`src/rtl/multi_edge_detector_if.sv`:
```
// Bundles the per-channel level, mode and clear inputs with the edge and status outputs of multi_edge_detector.
interface multi_edge_detector_if #(
    parameter int CHANNELS = 4
);
    logic [CHANNELS-1:0]   level;
    logic [2*CHANNELS-1:0] mode;
    logic [CHANNELS-1:0]   clr;
    logic [CHANNELS-1:0]   pulse;
    logic [CHANNELS-1:0]   rise;
    logic [CHANNELS-1:0]   fall;
    logic                  any_edge;
    logic [CHANNELS-1:0]   status;

    modport master (
        output level, mode, clr,
        input  pulse, rise, fall, any_edge, status
    );

    modport slave (
        input  level, mode, clr,
        output pulse, rise, fall, any_edge, status
    );
endinterface

```
`src/rtl/multi_edge_detector.sv`:
```
// Multi-channel edge detector: synchroniser, glitch filter and Moore edge FSM per channel, with mode gating.
// Define EDGE_STICKY_EN to build the sticky status flags (cleared by clr); otherwise status is tied to 0.
module multi_edge_detector #(
    parameter int CHANNELS    = 4,
    parameter int SYNC_STAGES = 2,
    parameter int FILTER_LEN  = 2
) (
    input logic                  clk,
    input logic                  reset,
    multi_edge_detector_if.slave bus
);
    localparam int CNT_W = $clog2(FILTER_LEN + 1);
    localparam logic [CNT_W-1:0] CNT_LAST = CNT_W'(FILTER_LEN - 1);

    typedef enum logic [1:0] {
        LOW  = 2'b00,
        RISE = 2'b01,
        HIGH = 2'b10,
        FALL = 2'b11
    } edge_state_e;

    logic [CHANNELS-1:0][SYNC_STAGES-1:0] sync_q, sync_d;
    logic [CHANNELS-1:0]                  synced;
    logic [CHANNELS-1:0]                  filt_q, filt_d;
    logic [CHANNELS-1:0][CNT_W-1:0]       cnt_q, cnt_d;
    edge_state_e [CHANNELS-1:0]           state_q, state_d;
    logic [CHANNELS-1:0]                  rise, fall, pulse;

    // Each chain shifts the raw level in at bit 0; the top bit is the synchronised value.
    always_comb begin
        sync_d = sync_q;
        synced = '0;
        for (int i = 0; i < CHANNELS; i++) begin
            sync_d[i] = SYNC_STAGES'({sync_q[i], bus.level[i]});
            synced[i] = sync_q[i][SYNC_STAGES-1];
        end
    end

    always_comb begin
        filt_d = filt_q;
        cnt_d  = cnt_q;
        for (int i = 0; i < CHANNELS; i++) begin
            if (synced[i] == filt_q[i]) begin
                cnt_d[i] = '0;
            end else if (cnt_q[i] == CNT_LAST) begin
                filt_d[i] = synced[i];
                cnt_d[i]  = '0;
            end else begin
                cnt_d[i] = cnt_q[i] + CNT_W'(1);
            end
        end
    end

    // RISE and FALL last one cycle each; a back-to-back change jumps straight to the opposite pulse state.
    always_comb begin
        state_d = state_q;
        for (int i = 0; i < CHANNELS; i++) begin
            unique case (state_q[i])
                LOW:     state_d[i] = filt_q[i] ? RISE : LOW;
                RISE:    state_d[i] = filt_q[i] ? HIGH : FALL;
                HIGH:    state_d[i] = filt_q[i] ? HIGH : FALL;
                FALL:    state_d[i] = filt_q[i] ? RISE : LOW;
                default: state_d[i] = LOW;
            endcase
        end
    end

    always_comb begin
        rise  = '0;
        fall  = '0;
        pulse = '0;
        for (int i = 0; i < CHANNELS; i++) begin
            rise[i]  = (state_q[i] == RISE);
            fall[i]  = (state_q[i] == FALL);
            pulse[i] = (bus.mode[2*i] & rise[i]) | (bus.mode[2*i+1] & fall[i]);
        end
    end

    always_ff @(posedge clk or negedge reset) begin
        if (!reset) begin
            sync_q <= '0;
            filt_q <= '0;
            cnt_q  <= '0;
            for (int i = 0; i < CHANNELS; i++) begin
                state_q[i] <= LOW;
            end
        end else begin
            sync_q  <= sync_d;
            filt_q  <= filt_d;
            cnt_q   <= cnt_d;
            state_q <= state_d;
        end
    end

    assign bus.rise     = rise;
    assign bus.fall     = fall;
    assign bus.pulse    = pulse;
    assign bus.any_edge = |pulse;

`ifdef EDGE_STICKY_EN
    logic [CHANNELS-1:0] status_q, status_d;

    // A pulse takes priority over a clear arriving in the same cycle.
    always_comb begin
        status_d = pulse | (status_q & ~bus.clr);
    end

    always_ff @(posedge clk or negedge reset) begin
        if (!reset) begin
            status_q <= '0;
        end else begin
            status_q <= status_d;
        end
    end

    assign bus.status = status_q;
`else
    logic [CHANNELS-1:0] unused_clr;

    assign unused_clr = bus.clr;
    assign bus.status = '0;
`endif
endmodule

```
`src/flat_wrapper.sv`:
```
// flat-port wrapper written by rule: the top's interface ports become plain ports
module multi_edge_detector_flat 
#(
    parameter int CHANNELS    = 4,
    parameter int SYNC_STAGES = 2,
    parameter int FILTER_LEN  = 2
)
  (clk, reset, bus_level, bus_mode, bus_clr, bus_pulse, bus_rise, bus_fall, bus_any_edge, bus_status);
  multi_edge_detector_if #(.CHANNELS(CHANNELS)) bus_i ();
  input logic clk;
  input logic reset;
  input wire logic [$bits(bus_i.level)-1:0] bus_level;
  input wire logic [$bits(bus_i.mode)-1:0] bus_mode;
  input wire logic [$bits(bus_i.clr)-1:0] bus_clr;
  output wire logic [$bits(bus_i.pulse)-1:0] bus_pulse;
  output wire logic [$bits(bus_i.rise)-1:0] bus_rise;
  output wire logic [$bits(bus_i.fall)-1:0] bus_fall;
  output wire logic [$bits(bus_i.any_edge)-1:0] bus_any_edge;
  output wire logic [$bits(bus_i.status)-1:0] bus_status;
  assign bus_i.level = bus_level;
  assign bus_i.mode = bus_mode;
  assign bus_i.clr = bus_clr;
  assign bus_pulse = bus_i.pulse;
  assign bus_rise = bus_i.rise;
  assign bus_fall = bus_i.fall;
  assign bus_any_edge = bus_i.any_edge;
  assign bus_status = bus_i.status;
  multi_edge_detector #(.CHANNELS(CHANNELS), .SYNC_STAGES(SYNC_STAGES), .FILTER_LEN(FILTER_LEN)) u_core (.clk(clk), .reset(reset), .bus(bus_i));
endmodule
```
`config.mk`:
```
export PLATFORM = sky130hd
export DESIGN_NAME = multi_edge_detector_flat
export DESIGN_NICKNAME = d
export VERILOG_FILES = /design/src/rtl/multi_edge_detector_if.sv /design/src/rtl/multi_edge_detector.sv /design/src/flat_wrapper.sv
export SDC_FILE = /design/constraint.sdc
export NUM_CORES = 1
export LEC_CHECK = 0
export CAP_MARGIN = 20
export CORE_MARGIN = 2
export CORE_UTILIZATION = 44
export CTS_CLUSTER_SIZE = 30
export DETAILED_ROUTE_END_ITERATION = 7
export PLACE_DENSITY_LB_ADDON = 0.3
export SKIP_CTS_REPAIR_TIMING = 1
export SLEW_MARGIN = 20
export SYNTH_ARGS = -nofsm -noshare
export SYNTH_HDL_FRONTEND = slang
export SYNTH_SLANG_ARGS = --single-unit
```
`constraint.sdc`:
```
create_clock -name clk -period 1.7 [get_ports clk]
set_input_delay 0.34 -clock clk [delete_from_list [all_inputs] [get_ports clk]]
set_output_delay 0.34 -clock clk [all_outputs]
set_load 0.02 [all_outputs]
```
==> results of run 1 <==
==> state kept, by name, indices dropped and copies added (netlist names) <==
register	cells
u_core.sync_d	4
u_core.sync_q	4
u_core.cnt_q	8
u_core.filt_q	4
u_core.state_q	8
==> routing by layer <==
| layer | vias to the layer above | share of wire | GRT usage |
|---|---|---|---|
| met4 | 0 | 0.021 | 0.07692 |
| met1 | 307 | 0.37 | 0.1266 |
| met5 | - | 0 | 0 |
| met2 | 22 | 0.53 | 0.2053 |
| li1 | 310 | - | - |
| met3 | 4 | 0.079 | 0.02778 |
==> worst max path at each step <==
stage                        end  slack (ps)
finish              bus_any_edge        -480
global route        bus_any_edge        -550
CTS                 bus_any_edge        -890
detailed placement  bus_any_edge        -720
global placement    bus_any_edge        -710
floorplan           bus_any_edge        -100
==> cells by family (layout without fill, tap and decap cells) <==
| logic type | after synthesis | in the layout | synth area share |
|---|---|---|---|
| flops | 28 | 28 | 0.6415 |
| simple gates | 13 | 13 | 0.07102 |
| buf+inv | 12 | 44 | 0.05499 |
| fa+ha+maj | 8 | 8 | 0.09164 |
| xor+xnor | 8 | 8 | 0.06415 |
| compound gates | 4 | 4 | 0.03207 |
| mux | 4 | 4 | 0.04123 |
| other cells | 1 | 4 | 0.003433 |
==> where the power goes <==
group	total, uW	switching, uW	internal [uW]
clock network	306	175	131
registers	1040	156	884
logic	1380	612	771
total	2730	943	1790
==> layout by cell type, fill, tap and decap left out, drive strengths merged <==
| cell | count |
|---|---|
| dfrtp | 28 |
| clkdlybuf4s50 | 13 |
| buf | 11 |
| inv | 8 |
| xnor2 | 8 |
| dlymetal6s2s | 8 |
| ha | 8 |
| nor2 | 4 |
| nor3b | 4 |
| nand2b | 4 |
| mux2 | 4 |
| conb | 4 |
| clkbuf | 4 |
| a22o | 4 |
| or4 | 1 |
==> final cells by class <==
| cell class | count | area [um^2] |
|---|---|---|
| fillers | 190 | 887.1 |
| flip-flops and latches | 28 | 700.7 |
| multi-input cells | 41 | 392.9 |
| repair buffers | 32 | 325.3 |
| well taps | 30 | 37.54 |
| clock buffers | 4 | 36.28 |
| inverters | 8 | 30.03 |
==> metrics by stage <==
step	cell area, um^2	hold WS [ps]
after floorplan	1134	44.41
after global placement	1439	333.7
after detailed placement	1439	334.7
after CTS	1475	366.5
after global routing	1523	382.4
final	1523	364.4
==> critical path: cells and delay by family, from the launching register on <==
| kind | cells | cell delay, ps |
|---|---|---|
| AOI/OAI and AO/OA | 1 | 240 |
| adders and majority gates | 1 | 160 |
| buffers and inverters | 2 | 230 |
| DFF | 1 | 390 |
| and+or+nand+nor | 1 | 510 |
==> results.tsv, run 1 <==
stage	metric	value	unit
power_and_ir_drop	p_leak	0.0008046	uW
die	fp-row-count	18	
setup_path	crit_required	1360	ps
cells_and_area	antenna_cells	0	
logic_synthesis	yosysTopAreaCell	dfrtp_1	
power_and_ir_drop	total_power	2729	uW
power_and_ir_drop	ir_worst_vdd	1.027	mV
setup_path	regToRegEndpoint	u_core.state_q[2]$_DFF_PN0_	
setup_path	slowest_delay	510	ps
setup_path	cp_max_fo	2	
timing	tns	-484.4	ps
flow_run	cap_violations	0	
min_path	hp-class	flip-flop to flip-flop	
power_and_ir_drop	power_density	1792	nW/um^2
cells_and_area	utilization	0.6319	
cells_and_area	syn2layout_area_growth	39.40	%
logic_synthesis	async_flop_share	1.000	
timing	fin_crit_sh	1.285	
cells_and_area	fin_cells	143	
setup_path	r2r_slack	750	ps
logic_synthesis	yosys_most_used_dff	dfrtp_1	
timing	fmax	0.4578	GHz
cells_and_area	drive_gt1_frac	0.2655	
route	ant_nets	0	
die	die_area	2897	um^2
global_route	antenna_found_initial	0	
setup_path	start_kind	flip-flop	
global_route	gr-total-overflow	0	
global_route	grt_max_degree	29	
clock_tree	clk_latency	320	ps
setup_path	r2r_start	u_core.state_q[3]$_DFF_PN0_	
status	violations	setup timing	
place	dpl_worst_slack	-722.8	ps
logic_synthesis	ys_warn_count	0	
status	status	finished, violations left	
cells_and_area	fin_nets	140	
clock_tree	clockBufferDepth	2	
die	io_pins	35	
timing	skew	5.701	ps
die	die_y	53.83	um
route	vias_per_cell	4.497	
global_route	track_usage	0.1179	
global_route	grt_pass1_wl	2.346	mm
setup_path	path_class	flip-flop to output pin	
place	dp.cells	138	
logic_synthesis	syn_avg_cell_area	14.00	um^2
logic_synthesis	synth_seq_area_share	0.6415	
timing	maxSlewViolCount	0	
clock_tree	ctsHtreeMaxLevel	1	
setup_path	endpoint_kind	output pin	
route	firstDrtPassIters	2	
route	drt_iter0_drc	2	
logic_synthesis	synth_area_leaders	dfrtp_1 64%, ha_1 9.2%, xnor2_1 6.4%	
route	drc	0	
die	initial_core_util	0.4533	
min_path	whs_path_depth	0	
clock_tree	cts_buffers	3	
die	core_area	2410	um^2
place	place.port_buffers	26	
clock_tree	path_clk_slew	140	ps
die	die_x	53.83	um
route	num_vias	643	
timing	fin_crit	2184	ps
clock_tree	cts_root_buffer	clkbuf_4	
timing	hold_violations	0	
logic_synthesis	syn_area	1092	um^2
logic_synthesis	synth_top_area_frac	0.6415	
route	routed_wirelength	1.575	mm
logic_synthesis	post-synth-top-count-cell	dfrtp_1	
setup_path	crit_path_cell_trace	inv_1 > ha_4 > a22o_4 > or4_4 > buf_6	
global_route	grt_pass1_vias	600	
clock_tree	clkSinkCount	28	
min_path	hold_path_end	u_core.sync_q[7]$_DFF_PN0_	
min_path	hp-start	u_core.sync_d[7]$_DFF_PN0_	
setup_path	crit_slowest_cell	or4_4	
place	gp_routability_congestion	0.6397	
timing	rsz0062_at_grt	true	
setup_path	critPathArrivalTime	1840	ps
logic_synthesis	synth_cells	78	
clock_tree	cts_tree	done	
logic_synthesis	synth_cell_types	12	
logic_synthesis	synth_enable_flop_cells	0	
logic_synthesis	ys_ff_latch	28	
setup_path	crit_start	u_core.state_q[7]$_DFF_PN0_	
logic_synthesis	ys_top_cells_by_count	28 x dfrtp_1, 8 x ha_1, 8 x inv_1, 8 x xnor2_1	
timing	timing.final.ws_setup	-484.4	ps
timing	setup_viol	1	
route	wl_per_cell	11.01	um
setup_path	worst_r2r_path_depth	3	
place	hpwlAfterDp	1.185	mm
No activity file was read; power rests on OpenSTA's default activity.
==> inputs of run 2 (changes only) <==
- CTS_BUF_LIST: unset -> sky130_fd_sc_hd__clkbuf_16
==> results.tsv, run 2 (synthesized netlist as in run 1, its figures left out) <==
stage	metric	value	unit	change
route	ant_nets	0		unchanged
clock_tree	path_clk_slew	60	ps	-80 ps
cells_and_area	drive_gt1_frac	0.2124		-0.05310
die	die_x	53.83	um	unchanged
status	status	finished, violations left		
timing	timing.final.ws_setup	-387.3	ps	+97.09 ps
setup_path	crit_slowest_cell	or4_4		
die	initial_core_util	0.4533		unchanged
timing	setup_viol	1		unchanged
cells_and_area	antenna_cells	0		unchanged
setup_path	start_kind	flip-flop		
setup_path	crit_required	1360	ps	about the same
cells_and_area	final_cell_mix	28 x dfrtp_1, 13 x clkdlybuf4s50_1, 12 x dlymetal6s2s_1, 8 x inv_1, 8 x xnor2_1		
die	die_area	2897	um^2	unchanged
setup_path	r2r_slack	750	ps	about the same
cells_and_area	fin_nets	140		unchanged
power_and_ir_drop	p_leak	0.0008661	uW	+7.6%
setup_path	worst_r2r_path_depth	3		unchanged
global_route	track_usage	0.1245		+0.006583
status	violations	setup timing		
global_route	antenna_found_initial	0		unchanged
place	hpwlAfterDp	1.185	mm	unchanged
route	firstDrtPassIters	3		+1
cells_and_area	utilization	0.6459		+0.01402
clock_tree	clkSinkCount	28		unchanged
timing	hold_violations	0		unchanged
route	wl_per_cell	11.18	um	+1.5%
min_path	hp-class	flip-flop to flip-flop		
cells_and_area	ff_latch_area	700.7	um^2	unchanged
global_route	gr-total-overflow	0		unchanged
die	io_pins	35		unchanged
cells_and_area	final_common_cell	dfrtp_1		
power_and_ir_drop	ir_worst_vdd	1.021	mV	-0.59%
min_path	whs_path_depth	0		unchanged
clock_tree	cts_tree	done		
timing	fin_crit_sh	1.228		-0.05711
cells_and_area	top_regs	u_core.cnt_q: 8 flops, u_core.state_q: 8 flops		
cells_and_area	multi_input_area	372.9	um^2	-5.1%
timing	rsz0062_at_grt	true		
setup_path	cp_max_fo	2		unchanged
cells_and_area	syn2layout_area_growth	42.50	%	
place	dpl_worst_slack	-722.8	ps	unchanged
setup_path	path_class	flip-flop to output pin		
global_route	grt_pass1_wl	2.470	mm	+5.3%
setup_path	slowest_delay	530	ps	+20 ps
place	gp_routability_congestion	0.6397		unchanged
power_and_ir_drop	power_density	1846	nW/um^2	+3.0%
setup_path	crit_cells	4		-1
global_route	grt_pass1_vias	614		+2.3%
route	drc	0		unchanged
setup_path	critPathTopFamily	simple AND/OR/NAND/NOR gates		
min_path	hp-start	u_core.sync_d[7]$_DFF_PN0_		
cells_and_area	nFillCells	186		-2.1%
clock_tree	ctsHtreeMaxLevel	1		unchanged
timing	maxSlewViolCount	0		unchanged
die	fp-row-count	18		unchanged
route	num_vias	651		+1.2%
timing	fmax	0.4791	GHz	+4.7%
setup_path	endpoint_kind	output pin		
setup_path	crit_path_cell_trace	ha_2 > a22o_4 > or4_4 > buf_6		
route	routed_wirelength	1.599	mm	+1.5%
die	core_area	2410	um^2	unchanged
clock_tree	cts_root_buffer	clkbuf_16		
flow_run	cap_violations	0		unchanged
setup_path	r2r_start	u_core.state_q[7]$_DFF_PN0_		
timing	skew	2.343	ps	-3.359 ps
die	die_y	53.83	um	unchanged
timing	fin_crit	2087	ps	-97.09 ps
route	vias_per_cell	4.552		+1.2%
setup_path	critPathArrivalTime	1750	ps	-90 ps
timing	holdWs	349.1	ps	-15.26 ps
setup_path	path_buf_inv	1		-1
global_route	grt_max_degree	29		unchanged
route	drt_iter0_drc	4		+2
setup_path	crit_start	u_core.state_q[5]$_DFF_PN0_		
clock_tree	cts_buffers	3		unchanged
place	place.port_buffers	26		unchanged
clock_tree	clockBufferDepth	2		unchanged
clock_tree	clk_latency	250	ps	-70 ps
==> run 2: cell types whose count changed in the layout (fill, tap and decap cells not counted), moves of 3 or more <==
cell and change:
buf_6 -3, clkbuf_4 -3, dlymetal6s2s_1 +4, clkbuf_16 +3
==> run 2: routing by layer <==
| metal | track usage | part of all wire | wire length (um) |
|---|---|---|---|
| met5 | 0 | 0 | 0 |
| met4 | 0.07692 | 0.011 | 17 |
| met3 | 0.02778 | 0.076 | 122 |
| met2 | 0.2215 | 0.54 | 857 |
| met1 | 0.1322 | 0.38 | 602 |
==> run 2: path summary, 6_finish.rpt <==
check,endpoint
max in group asynchronous,u_core.state_q[1]$_DFF_PN0_
worst min-delay path,u_core.sync_q[7]$_DFF_PN0_
worst min register to register,u_core.sync_q[7]$_DFF_PN0_
worst max register to register,u_core.state_q[6]$_DFF_PN0_
min in group asynchronous,u_core.state_q[3]$_DFF_PN0_
worst max-delay path,bus_any_edge
==> run 2: layout make-up <==
type | instances | share of cell area
clock buffer | 3 | 0.04823
tap | 30 | 0.02412
clock inverter | 1 | 0.002412
multi-input combinational | 41 | 0.2396
inverter | 8 | 0.01929
sequential | 28 | 0.4502
timing repair buffer | 32 | 0.2162
==> run 2: stage by stage <==
step                cell area [um^2]  std cells  TNS [ps]  total power, uW
finish                          1556        143    -387.3             2873
global route                    1556        143    -423.8             3089
CTS                             1518        142     -2843             2919
detailed placement              1439        138     -1515             2395
global placement                1439        138     -1501             2340
floorplan                       1134         81    -102.5             1904
==> run 2: power breakdown <==
group | switching [uW] | internal [uW] | total, uW
clock network | 192 | 314 | 506
registers | 150 | 887 | 1040
logic | 597 | 733 | 1330
==> inputs of run 3 (changes only) <==
- ABC_AREA: unset -> 1
- CORE_UTILIZATION: 44 -> 41
- clock period: 1.7 -> 1.71 ns (I/O delays scaled with it)
==> results.tsv, run 3 <==
stage	metric	value	unit	change
route	firstDrtPassIters	2		-1
setup_path	endpoint_kind	output pin		
timing	setup_viol	0		-1
clock_tree	clkSinkCount	28		unchanged
cells_and_area	drive_gt1_frac	0.04255		-0.1698
logic_synthesis	async_flop_share	1.000		unchanged
power_and_ir_drop	power_density	1744	nW/um^2	-5.5%
clock_tree	path_clk_slew	60	ps	about the same
clock_tree	cts_buffers	3		unchanged
die	core_area	2734	um^2	+13%
cells_and_area	final_cell_mix	28 x dfrtp_1, 25 x nand2_1, 20 x inv_1, 13 x clkdlybuf4s50_1, 12 x dlymetal6s2s_1		
cells_and_area	syn2layout_area_growth	33.48	%	
logic_synthesis	syn_avg_cell_area	10.41	um^2	-26%
logic_synthesis	synth_cells	112		+44%
timing	skew	3.057	ps	+0.7141 ps
global_route	gr-total-overflow	0		unchanged
cells_and_area	utilization	0.5693		-0.07656
route	drc	0		unchanged
power_and_ir_drop	p_leak	0.0009277	uW	+7.1%
cells_and_area	final_area	1556	um^2	unchanged
global_route	track_usage	0.1381		+0.01364
route	ant_nets	0		unchanged
cells_and_area	top_regs	u_core.cnt_q: 8 flops, u_core.state_q: 8 flops		
clock_tree	cts_root_buffer	clkbuf_16		
logic_synthesis	synth_seq_area_share	0.6009		-0.04061
timing	maxSlewViolCount	0		unchanged
logic_synthesis	yosysTopAreaCell	dfrtp_1		
route	drt_iter0_drc	12		+8
logic_synthesis	ys_warn_count	0		unchanged
die	io_pins	35		unchanged
logic_synthesis	synth_enable_flop_cells	0		unchanged
die	die_y	57.33	um	+6.5%
setup_path	cp_max_fo	2		unchanged
die	initial_core_util	0.4265		-0.02673
setup_path	r2r_slack	760	ps	about the same
die	die_area	3287	um^2	+13%
setup_path	path_class	flip-flop to output pin		
route	wl_per_cell	10.66	um	-4.7%
clock_tree	cts_tree	done		
setup_path	critPathArrivalTime	1260	ps	-490 ps
place	place.port_buffers	26		unchanged
setup_path	crit_required	1370	ps	about the same
flow_run	cap_violations	0		unchanged
place	hpwlAfterDp	1.312	mm	+11%
die	fp-row-count	19		+1
global_route	grt_pass1_vias	791		+29%
logic_synthesis	ys_top_cells_by_count	28 x dfrtp_1, 25 x nand2_1, 20 x inv_1, 10 x nor2_1		
cells_and_area	fin_nets	169		+21%
route	routed_wirelength	1.833	mm	+15%
cells_and_area	antenna_cells	0		unchanged
cells_and_area	final_common_cell	dfrtp_1		
timing	fmax	0.6243	GHz	
setup_path	start_kind	flip-flop		
route	num_vias	767		+18%
status	status	finished, final reports clean		
min_path	hp-class	flip-flop to flip-flop		
logic_synthesis	synth_area_leaders	dfrtp_1 60%, ha_1 8.6%, nand2_1 8.0%		
logic_synthesis	syn_area	1166	um^2	+6.8%
timing	rsz0062_at_grt	true		
clock_tree	clk_latency	250	ps	about the same
logic_synthesis	yosys_most_used_dff	dfrtp_1		
timing	fin_crit	1602	ps	
place	placed_cell_area	1454	um^2	+1.0%
global_route	antenna_found_initial	0		unchanged
clock_tree	clockBufferDepth	2		unchanged
logic_synthesis	synth_top_area_frac	0.6009		-0.04061
logic_synthesis	ys_ff_latch	28		unchanged
timing	fin_crit_sh	0.9368		
global_route	grt_max_degree	29		unchanged
die	die_x	57.33	um	+6.5%
clock_tree	ctsHtreeMaxLevel	1		unchanged
timing	hold_violations	0		unchanged
global_route	grt_pass1_wl	3.512	mm	+42%
power_and_ir_drop	ir_worst_vdd	1.048	mV	+2.7%
route	vias_per_cell	4.459		-2.0%
logic_synthesis	post-synth-top-count-cell	dfrtp_1		
logic_synthesis	synth_cell_types	10		-2
place	gp_routability_congestion	0.6003		-6.2%
[run 3: cell count changes after synthesis]
cell      delta
a22o_1       -4
inv_1       +12
nand2_1     +25
or2_0        +4
nand3b_1     +4
or4_1        -1
nand2b_1     -4
nor2_1       +6
nor3b_1      -4
mux2_2       -4
[run 3: kinds of logic (layout without fill, tap and decap cells)]
logic type,count (synthesis),after routing,synth area share
other cells,1,4,0.003216
simple gates,43,43,0.1599
fa+ha+maj,8,8,0.08584
xor+xnor,8,8,0.06009
flops,28,28,0.6009
buf+inv,24,50,0.09013
[run 3: layer usage]
metal	share of wire	vias up	track usage	wire length, um
li1	-	379	-	-
met3	0.065	4	0.02041	119
met2	0.52	28	0.2348	957
met4	0.020	0	0.07309	36
met5	0	-	0	0
met1	0.39	356	0.1702	720
[run 3: layout make-up]
| class | instances | area, um^2 |
|---|---|---|
| timing repair buffer | 27 | 292.8 |
| tap | 31 | 38.79 |
| fill | 226 | 1177 |
| inverter | 20 | 75.07 |
| clock buffer | 3 | 75.07 |
| multi-input combinational | 63 | 374.1 |
| sequential | 28 | 700.7 |
[run 3: per-stage QoR]
| step | power [uW] | TNS (ps) | hold slack (ps) | cells | setup slack (ps) |
|---|---|---|---|---|---|
| after global placement | 2200 | -854.2 | 331.9 | 169 | -250.7 |
| after floorplan | 1840 | 0 | 46.41 | 115 | 204.1 |
| after global routing | 2967 | -42.27 | 356.6 | 172 | -42.27 |
| after detailed placement | 2289 | -867.3 | 335.8 | 169 | -250.6 |
| final | 2715 | 0 | 349.0 | 172 | 108.1 |
| after CTS | 2809 | -1636 | 349.9 | 172 | -316.0 |
[run 3: power by group]
group	total [uW]	internal (uW)	switching, uW
Clock	496	309	187
Sequential	1040	878	158
Combinational	1180	561	622
[run 3: worst paths after layout]
| kind | from | end | cells past startpoint |
|---|---|---|---|
| worst max-delay path | u_core.state_q[0]$_DFF_PN0_ | bus_any_edge | 6 |
| worst min-delay path | u_core.sync_d[7]$_DFF_PN0_ | u_core.sync_q[7]$_DFF_PN0_ | 0 |
| worst max register to register | u_core.state_q[4]$_DFF_PN0_ | u_core.state_q[4]$_DFF_PN0_ | 2 |
| worst min register to register | u_core.sync_d[7]$_DFF_PN0_ | u_core.sync_q[7]$_DFF_PN0_ | 0 |
| max in group asynchronous | reset | u_core.sync_q[5]$_DFF_PN0_ | 2 |
| min in group asynchronous | reset | u_core.cnt_q[4]$_DFF_PN0_ | 2 |
[run 3: critical path, cell delays in order (launching register included)]
cell and delay, ps:
dfrtp_1 390, ha_1 210, nand2_1 60, nand2_1 60
nor2_1 100, nand2_1 50, clkbuf_2 150
